--- src/rtl/dual_issue_scoreboard_ctrl.sv ---
// Dual-issue in-order scoreboard issue controller with flush FSM and stall counter.
// Optional: define SB_WB_BYPASS_EN to let same-cycle writebacks free registers for issue checks.
module dual_issue_scoreboard_ctrl #(
    parameter int REG_AW       = 5,
    parameter int FLUSH_CYCLES = 2,
    parameter int STALL_CNT_W  = 16
) (
    input  logic                   i_clk,
    input  logic                   i_reset,
    input  logic                   i_flush,
    input  logic                   i_exec_ready,
    input  logic                   i_s0_valid,
    input  logic [REG_AW-1:0]      i_s0_rs1,
    input  logic [REG_AW-1:0]      i_s0_rs2,
    input  logic [REG_AW-1:0]      i_s0_rd,
    input  logic                   i_s0_we,
    input  logic                   i_s1_valid,
    input  logic [REG_AW-1:0]      i_s1_rs1,
    input  logic [REG_AW-1:0]      i_s1_rs2,
    input  logic [REG_AW-1:0]      i_s1_rd,
    input  logic                   i_s1_we,
    input  logic                   i_wb0_valid,
    input  logic [REG_AW-1:0]      i_wb0_rd,
    input  logic                   i_wb1_valid,
    input  logic [REG_AW-1:0]      i_wb1_rd,
    output logic                   o_s0_issue,
    output logic                   o_s1_issue,
    output logic [2**REG_AW-1:0]   o_busy,
    output logic                   o_flushing,
    output logic [STALL_CNT_W-1:0] o_stall_cnt
);

    localparam int NREG = 2**REG_AW;
    localparam int FC_W = (FLUSH_CYCLES > 1) ? $clog2(FLUSH_CYCLES) : 1;
    localparam logic [FC_W-1:0] FC_RELOAD = FC_W'(FLUSH_CYCLES - 1);

    typedef enum logic {
        ST_RUN,
        ST_FLUSH
    } state_t;

    state_t                 state_q, state_d;
    logic [FC_W-1:0]        fcnt_q, fcnt_d;
    logic [NREG-1:0]        busy_q, busy_d;
    logic [NREG-1:0]        wb_clr, iss_set, busy_eff;
    logic [STALL_CNT_W-1:0] stall_q, stall_d;
    logic                   s0_ok, s1_ok, s1_dep;

    function automatic logic is_busy(input logic [NREG-1:0] b,
                                     input logic [REG_AW-1:0] r);
        return (r != '0) && b[r];
    endfunction

    always_comb begin
        wb_clr = '0;
        if (i_wb0_valid) wb_clr[i_wb0_rd] = 1'b1;
        if (i_wb1_valid) wb_clr[i_wb1_rd] = 1'b1;
    end

`ifdef SB_WB_BYPASS_EN
    assign busy_eff = busy_q & ~wb_clr;
`else
    assign busy_eff = busy_q;
`endif

    assign s0_ok = i_s0_valid
                 & !is_busy(busy_eff, i_s0_rs1)
                 & !is_busy(busy_eff, i_s0_rs2)
                 & !(i_s0_we & is_busy(busy_eff, i_s0_rd));

    assign s1_ok = i_s1_valid
                 & !is_busy(busy_eff, i_s1_rs1)
                 & !is_busy(busy_eff, i_s1_rs2)
                 & !(i_s1_we & is_busy(busy_eff, i_s1_rd));

    // Younger slot must not read or overwrite what the older slot writes.
    assign s1_dep = i_s0_we & (i_s0_rd != '0)
                  & ((i_s1_rs1 == i_s0_rd) | (i_s1_rs2 == i_s0_rd)
                     | (i_s1_we & (i_s1_rd == i_s0_rd)));

    assign o_s0_issue = !i_reset & (state_q == ST_RUN) & !i_flush
                      & i_exec_ready & s0_ok;
    assign o_s1_issue = o_s0_issue & s1_ok & !s1_dep;

    always_comb begin
        iss_set = '0;
        if (o_s0_issue && i_s0_we) iss_set[i_s0_rd] = 1'b1;
        if (o_s1_issue && i_s1_we) iss_set[i_s1_rd] = 1'b1;
    end

    always_comb begin
        state_d = state_q;
        fcnt_d  = fcnt_q;
        busy_d  = busy_q;
        unique case (state_q)
            ST_RUN: begin
                if (i_flush) begin
                    state_d = ST_FLUSH;
                    fcnt_d  = FC_RELOAD;
                    busy_d  = '0;
                end else begin
                    busy_d = (busy_q & ~wb_clr) | iss_set;
                end
            end
            ST_FLUSH: begin
                busy_d = '0;
                if (i_flush) begin
                    fcnt_d = FC_RELOAD;
                end else if (fcnt_q == '0) begin
                    state_d = ST_RUN;
                end else begin
                    fcnt_d = fcnt_q - 1'b1;
                end
            end
        endcase
        busy_d[0] = 1'b0;
    end

    always_comb begin
        stall_d = stall_q;
        if (i_s0_valid && !o_s0_issue && !(&stall_q))
            stall_d = stall_q + 1'b1;
    end

    always_ff @(posedge i_clk or posedge i_reset) begin
        if (i_reset) begin
            state_q <= ST_RUN;
            fcnt_q  <= '0;
            busy_q  <= '0;
            stall_q <= '0;
        end else begin
            state_q <= state_d;
            fcnt_q  <= fcnt_d;
            busy_q  <= busy_d;
            stall_q <= stall_d;
        end
    end

    assign o_busy      = busy_q;
    assign o_flushing  = (state_q == ST_FLUSH);
    assign o_stall_cnt = stall_q;

endmodule

--- config.mk ---
export PLATFORM = sky130hd
export DESIGN_NAME = dual_issue_scoreboard_ctrl
export DESIGN_NICKNAME = d
export VERILOG_FILES = /design/src/rtl/dual_issue_scoreboard_ctrl.sv
export SDC_FILE = /design/constraint.sdc
export NUM_CORES = 1
export LEC_CHECK = 0
export BUFFER_PORTS_ARGS = -buffer_cell sky130_fd_sc_hd__buf_4
export CAP_MARGIN = 5
export CORE_MARGIN = 2
export CORE_UTILIZATION = 51
export CTS_CLUSTER_DIAMETER = 60
export DETAILED_ROUTE_END_ITERATION = 12
export GPL_ROUTABILITY_DRIVEN = 0
export PLACE_DENSITY = 0.74
export SYNTH_ARGS = -nofsm -noshare
export SYNTH_HDL_FRONTEND = slang
export SYNTH_SLANG_ARGS = --single-unit
--- constraint.sdc ---
create_clock -name i_clk -period 2.9 [get_ports i_clk]
set_input_delay 0.29 -clock i_clk [delete_from_list [all_inputs] [get_ports i_clk]]
set_output_delay 0.29 -clock i_clk [all_outputs]
set_load 0.01 [all_outputs]
Word level (Yosys, flattened, before mapping)
Cells that the tools add are included.
{ "totals": {"ff_bits": 49, "in_bits": 50, "output_inout_bits": 51, "elab_cells": 113} }
{ "classes": {"add_sub_neg": 2, "order_cmp": 12, "eq_ne": 4, "mux": 34, "bitwise": 25, "n_reduce_logical": 32} }
{ "op_table": {"columns": ["operator", "n"], "rows": [
  ["2-to-1 mux 32 bit", 5],
  ["OR 32 bit", 3],
  ["case mux 32 bit (2 select lines)", 1],
  ["less-than comparator 5 x 6 -> 1 bit (second input constant)", 8],
  ["AND 32 bit", 1],
  ["inverter 32 bit", 1],
  ["binary-select mux 1 bit (select 5 bit)", 6],
  ["nonzero test 5 bit", 6],
  ["demux 1 bit (select 5 bit)", 4],
  ["greater-or-equal comparator 5 x 1 -> 1 bit (second input constant)", 4],
  ["AND 1 bit", 17],
  ["adder 16 x 1 -> 16 bit (second input constant)", 1],
  ["2-to-1 mux 1 bit", 16],
  ["AND reduction 16 bit", 1],
  ["equality test 5 bit", 3],
  ["logical AND 1 bit", 14],
  ["logical NOT 1 bit", 11],
  ["case mux 1 bit (2 select lines)", 2],
  ["!= test 2 bit (second input constant)", 1],
  ["OR 1 bit", 2],
  ["inverter 1 bit", 1],
  ["subtractor 1 bit (second input constant)", 1]
]} }

Logic depth before layout (Yosys ltp)
{ "logic_depth": {"word_depth": 15, "mapped_depth": 11, "ltp_nobuf": 8} }

Worst setup path before layout
No wires, ideal clock.
{ "synth_path": {"kind": "input port to output port", "from": "input i_reset", "to": "output o_s1_issue", "t_arrival_ns": 2.738, "t_required_ns": 2.610, "path_slack_ns": -0.128, "path_stages": 8, "n_path_buf": 2, "path_cell_list": "inv_1 nand4_1 a31oi_1 nand4b_1 a221oi_4 buf_6 buf_2 and2_2"} }
{ "synth_via": {"elab_chain_len": 7} }
{ "synth_rtl": {"columns": ["element", "line_no", "text"], "rows": [
  ["start, declared", "9", "input logic i_reset,"],
  ["logical NOT 1 bit (no source line)", null, null],
  ["AND 1 bit (2 in series)", "81", "assign o_s0_issue = !i_reset & (state_q == ST_RUN) & !i_flush"],
  ["AND 1 bit (2 in series)", "82", "& i_exec_ready & s0_ok;"],
  ["net o_s0_issue", "26", "output logic o_s0_issue,"],
  ["AND 1 bit (2 in series)", "83", "assign o_s1_issue = o_s0_issue & s1_ok & !s1_dep;"],
  ["end, declared", "27", "output logic o_s1_issue,"]
]} }
The timed path passes the listed nets, and every way through them passes these cells.

Final worst setup path
{ "layout_path": {"from": "register busy_q[2] (netlist: o_busy[2])", "to": "output o_s1_issue"} }
{ "layout_via": {"elab_chain_len": 10, "word_cells_on_any_way": 35, "cone_classes": "12 x mux; 11 x bitwise; 12 x reduce/logical"} }
{ "layout_rtl": {"columns": ["element", "line_no", "text"], "rows": [
  ["start, declared", "44", "logic [NREG-1:0] busy_q, busy_d;"],
  ["start signal, assigned", "134", "busy_q <= busy_d;"],
  ["binary-select mux 1 bit (select 5 bit)", "51", "return (r != '0) && b[r];"],
  ["2-to-1 mux 1 bit (not written as such)", "51", null],
  ["logical AND 1 bit", "51", null],
  ["logical NOT 1 bit", "67", "& !is_busy(busy_eff, i_s0_rs1)"],
  ["AND 1 bit", "67", null],
  ["AND 1 bit", "68", "& !is_busy(busy_eff, i_s0_rs2)"],
  ["AND 1 bit", "69", "& !(i_s0_we & is_busy(busy_eff, i_s0_rd));"],
  ["AND 1 bit", "82", null],
  ["AND 1 bit * (2 in series)", "83", null]
]} }
Mark *: on every way between the ends. The rest lies on a longest branch, timed or not. The select of a mux whose other input is x is not followed.

==> metrics.md <==
| Metric | Value |
|---|---|
| Status | `finished, final reports clean` |
| Fraction of registers with async set/reset | `1.000` |
| Pwr dens | `285.0 nW/um^2` |
| Area of the multi-input gates | `3396 sq um` |
| Reg-to-Reg Start | `o_busy[2]` |
| Rows | `35` |
| 1st-iter DRT viols | `around 760` |
| Setup slack after layout | `roughly 43 ps` |
| First-pass GRT wire length | `27.92 mm` |
| Total GRT Usage | `0.3560` |
| Die W | `a little over 100 microns` |
| Commonest cells after routing, fill and taps aside | `145 x buf_4, 54 x nand2_1, 42 x dfrtp_1, 35 x mux2i_1, 33 x a221oi_1` |
| # port buffers | `99` |
| Initial core utilization | `0.5242` |
| Pin count of the biggest net entering global routing | `50` |
| TritonCTS clock tree | `built` |
| Synthesis-to-layout area growth | `26.65%` |
| Peak VDD IR | `slightly below 0.2 mV` |
| RSZ-0062 raised after global routing | `true` |
| Worst-margin pin slew | `902.7 ps` |
| Mapped Cells | `523` |
| Critical Path AT | `2570 ps` |
| Synth warn | `0` |
| Number of global-route vias before repair | `5094` |
| Mapped Avg Cell Area | `9.218 sq um` |
| Synth Cell Area | `roughly 4800 sq um` |
| # nets final | `691` |
| FF+latch count, synth | `49` |
| DP Worst Slack | `approximately 180 ps` |
| Tmin final | `2857 ps` |
| Most common cell after layout, fill and taps aside | `buf_4` |
| Hold Crit Class | `input pin to async pin` |
| Vias | `5416` |
| Max Slew Vio Count | `0` |
| Drt first pass iters | `7` |
| Final Cycle Share | `0.9851` |
| Worst EP required | `2610 ps` |
| Setup violators final | `0` |
| Final Hold Fails | `0` |
| Core Box Area | `9196 sq um` |
| Post-synthesis cell type count | `62` |
| Worst Setup EP | `o_s1_issue` |
| Detail Route Antenna Nets | `0` |
| FMAX | `between 300 and 400 MHz` |
| CTS H-Tree Depth | `2` |
| CP startpoint | `o_busy[2]` |
| Clk_skew | `~13 ps` |
| Hold Slack | `196.3 ps` |
| CTS Buffer Depth | `2` |
| Share of post-route cells with drive strength above 1 | `0.3292` |
| CTS Buf Count | `5` |
| Setup crit end kind | `output port` |
| Filler Cell Count | `732` |
| Dominant synthesized flop cell | `dfrtp_1` |
| Crit start category | `flip-flop` |
| Reg-to-reg slack, setup | `130 ps` |
| Leak | `2.704 nW` |
| Critical path class | `flip-flop to output port` |
| Die height | `101.2 microns` |
| Diode count | `0` |
| Crit path max fanout | `6` |
| Syn Nets | `574` |
| Seq/Total Area, Yosys | `0.2543` |
| CTS clock-pin slew for the worst setup and hold paths | `100 ps` |
| Post-synth EDFFs | `0` |
| Final WL | `around 18 mm` |
| Clock root buffer | `clkbuf_8` |
| I/O Pins | `101` |
| Vias/cell | `7.202` |
| Max-slew headroom | `0.3936` |
| Clk_lat worst skew | `around 320 ps` |
| R2R depth | `8` |
| Gr ovfl total | `0` |
| CTS sink count | `49` |
| Core Util, Final | `0.6639` |
| # DRC | `0` |
| DIE AREA | `10250 sq um` |
| Max-cap violations | `0` |
| Routed length per placed instance | `23.99 microns` |
| Sequential cell area | `1235 sq um` |
| Setup TNS | `0 ps` |
| Initial antenna violation count | `0` |
| Post-DP HPWL | `around 13 mm` |
| R2R Path End | `o_busy[29]` |
## flip-flops by register name, summed over array words and instances, names as in the netlist
name         count
fcnt_q           1
o_busy          31
o_flushing       1
o_stall_cnt     16
## power by group
group	total [W]	leakage (nW)	internal [W]	switching, W
clock network	0.000430	0.0423	0.000176	0.000254
logic	0.000509	2.01	0.000227	0.000281
registers	0.000801	0.655	0.000731	0.0000704
## area by class of cell
cell class	count	share of cell area
Clock inverter	3	0.004303
Inverter	5	0.003689
Tap cell	111	0.02275
Timing Repair Buffer	152	0.1996
Clock buffer	5	0.01127
Multi-Input combinational cell	427	0.5561
Sequential cell	49	0.2023
## logic make-up (layout without fill, tap and decap cells)
kind of cell	count (synthesis)	in the layout	synth area share
flops	49	49	0.2543
xor+xnor	30	30	0.05450
simple gates	190	190	0.2232
mux	73	73	0.2292
compound gates	132	132	0.1921
fa+ha+maj	1	1	0.002595
other cells	1	1	0.0007779
buf+inv	47	165	0.04334
## worst max-delay path: stages (launching register included)
cell and delay [ps]:
dfrtp_1 520, mux4_2 500, mux4_2 500, a221oi_4 340, buf_12 160, and2_4 140, buf_6 90
## metrics by stage
stage,total power (W),instance area [sq um],cells
after CTS,0.001732,6021,744
after floorplan,0.001085,4825,523
final,0.001740,6106,752
after global placement,0.001294,5779,724
after global routing,0.001810,6106,752
after detailed placement,0.001307,5779,724
## synthesized netlist by cell type, types with 4 or more instances
cell type  number  area, sq um
xor2_1         23        201.4
clkbuf_1       14        52.55
buf_1          16        60.06
o21ai_1        31        155.2
nand2_1        54        202.7
nand4_4         4        85.08
nor3b_1        12        90.09
dfrtp_1        49         1226
nor4_1          8        50.05
and3_1         10        62.56
nor2b_1        10        62.56
nand2b_1        5        31.28
nor2_1         25        93.84
a221oi_1       33        289.0
mux2i_1        35        350.3
buf_2           8        40.04
a31oi_1        32        200.2
xnor2_1         7        61.31
mux4_2         21        473.0
nand4_1         4        25.02
inv_1           5        18.77
o21ai_0         6        30.03
mux4_1          6        157.7
mux2_2         11        123.9
nor3_1         13        65.06
nand3_1        21        105.1
and3b_1         6        52.55
## worst min path at each step
stage          slack (ps)  cells after the start    endpoint
4_1_cts               200                      2  o_flushing
5_1_grt               190                      2  o_flushing
3_5_place_dp          470                      1  o_flushing
3_3_place_gp          460                      1  o_flushing
6_report              200                      3  o_busy[10]
2_1_floorplan         330                      1      fcnt_q
## metal layers
layer	vias to the layer above	part of all wire	track usage
met2	511	0.44	0.5359
met4	0	0.051	0.1622
li1	2290	-	-
met3	94	0.14	0.07108
met5	-	0	0
met1	2521	0.37	0.4976
## timing repair
action	CTS	global route
buffers inserted	10	8
endpoints found under the setup margin	2	2
pin swaps	0	1
hold buffers	0	0
resized for setup	5	8
gates cloned	2	0
No activity file was read; power rests on OpenSTA's default activity.
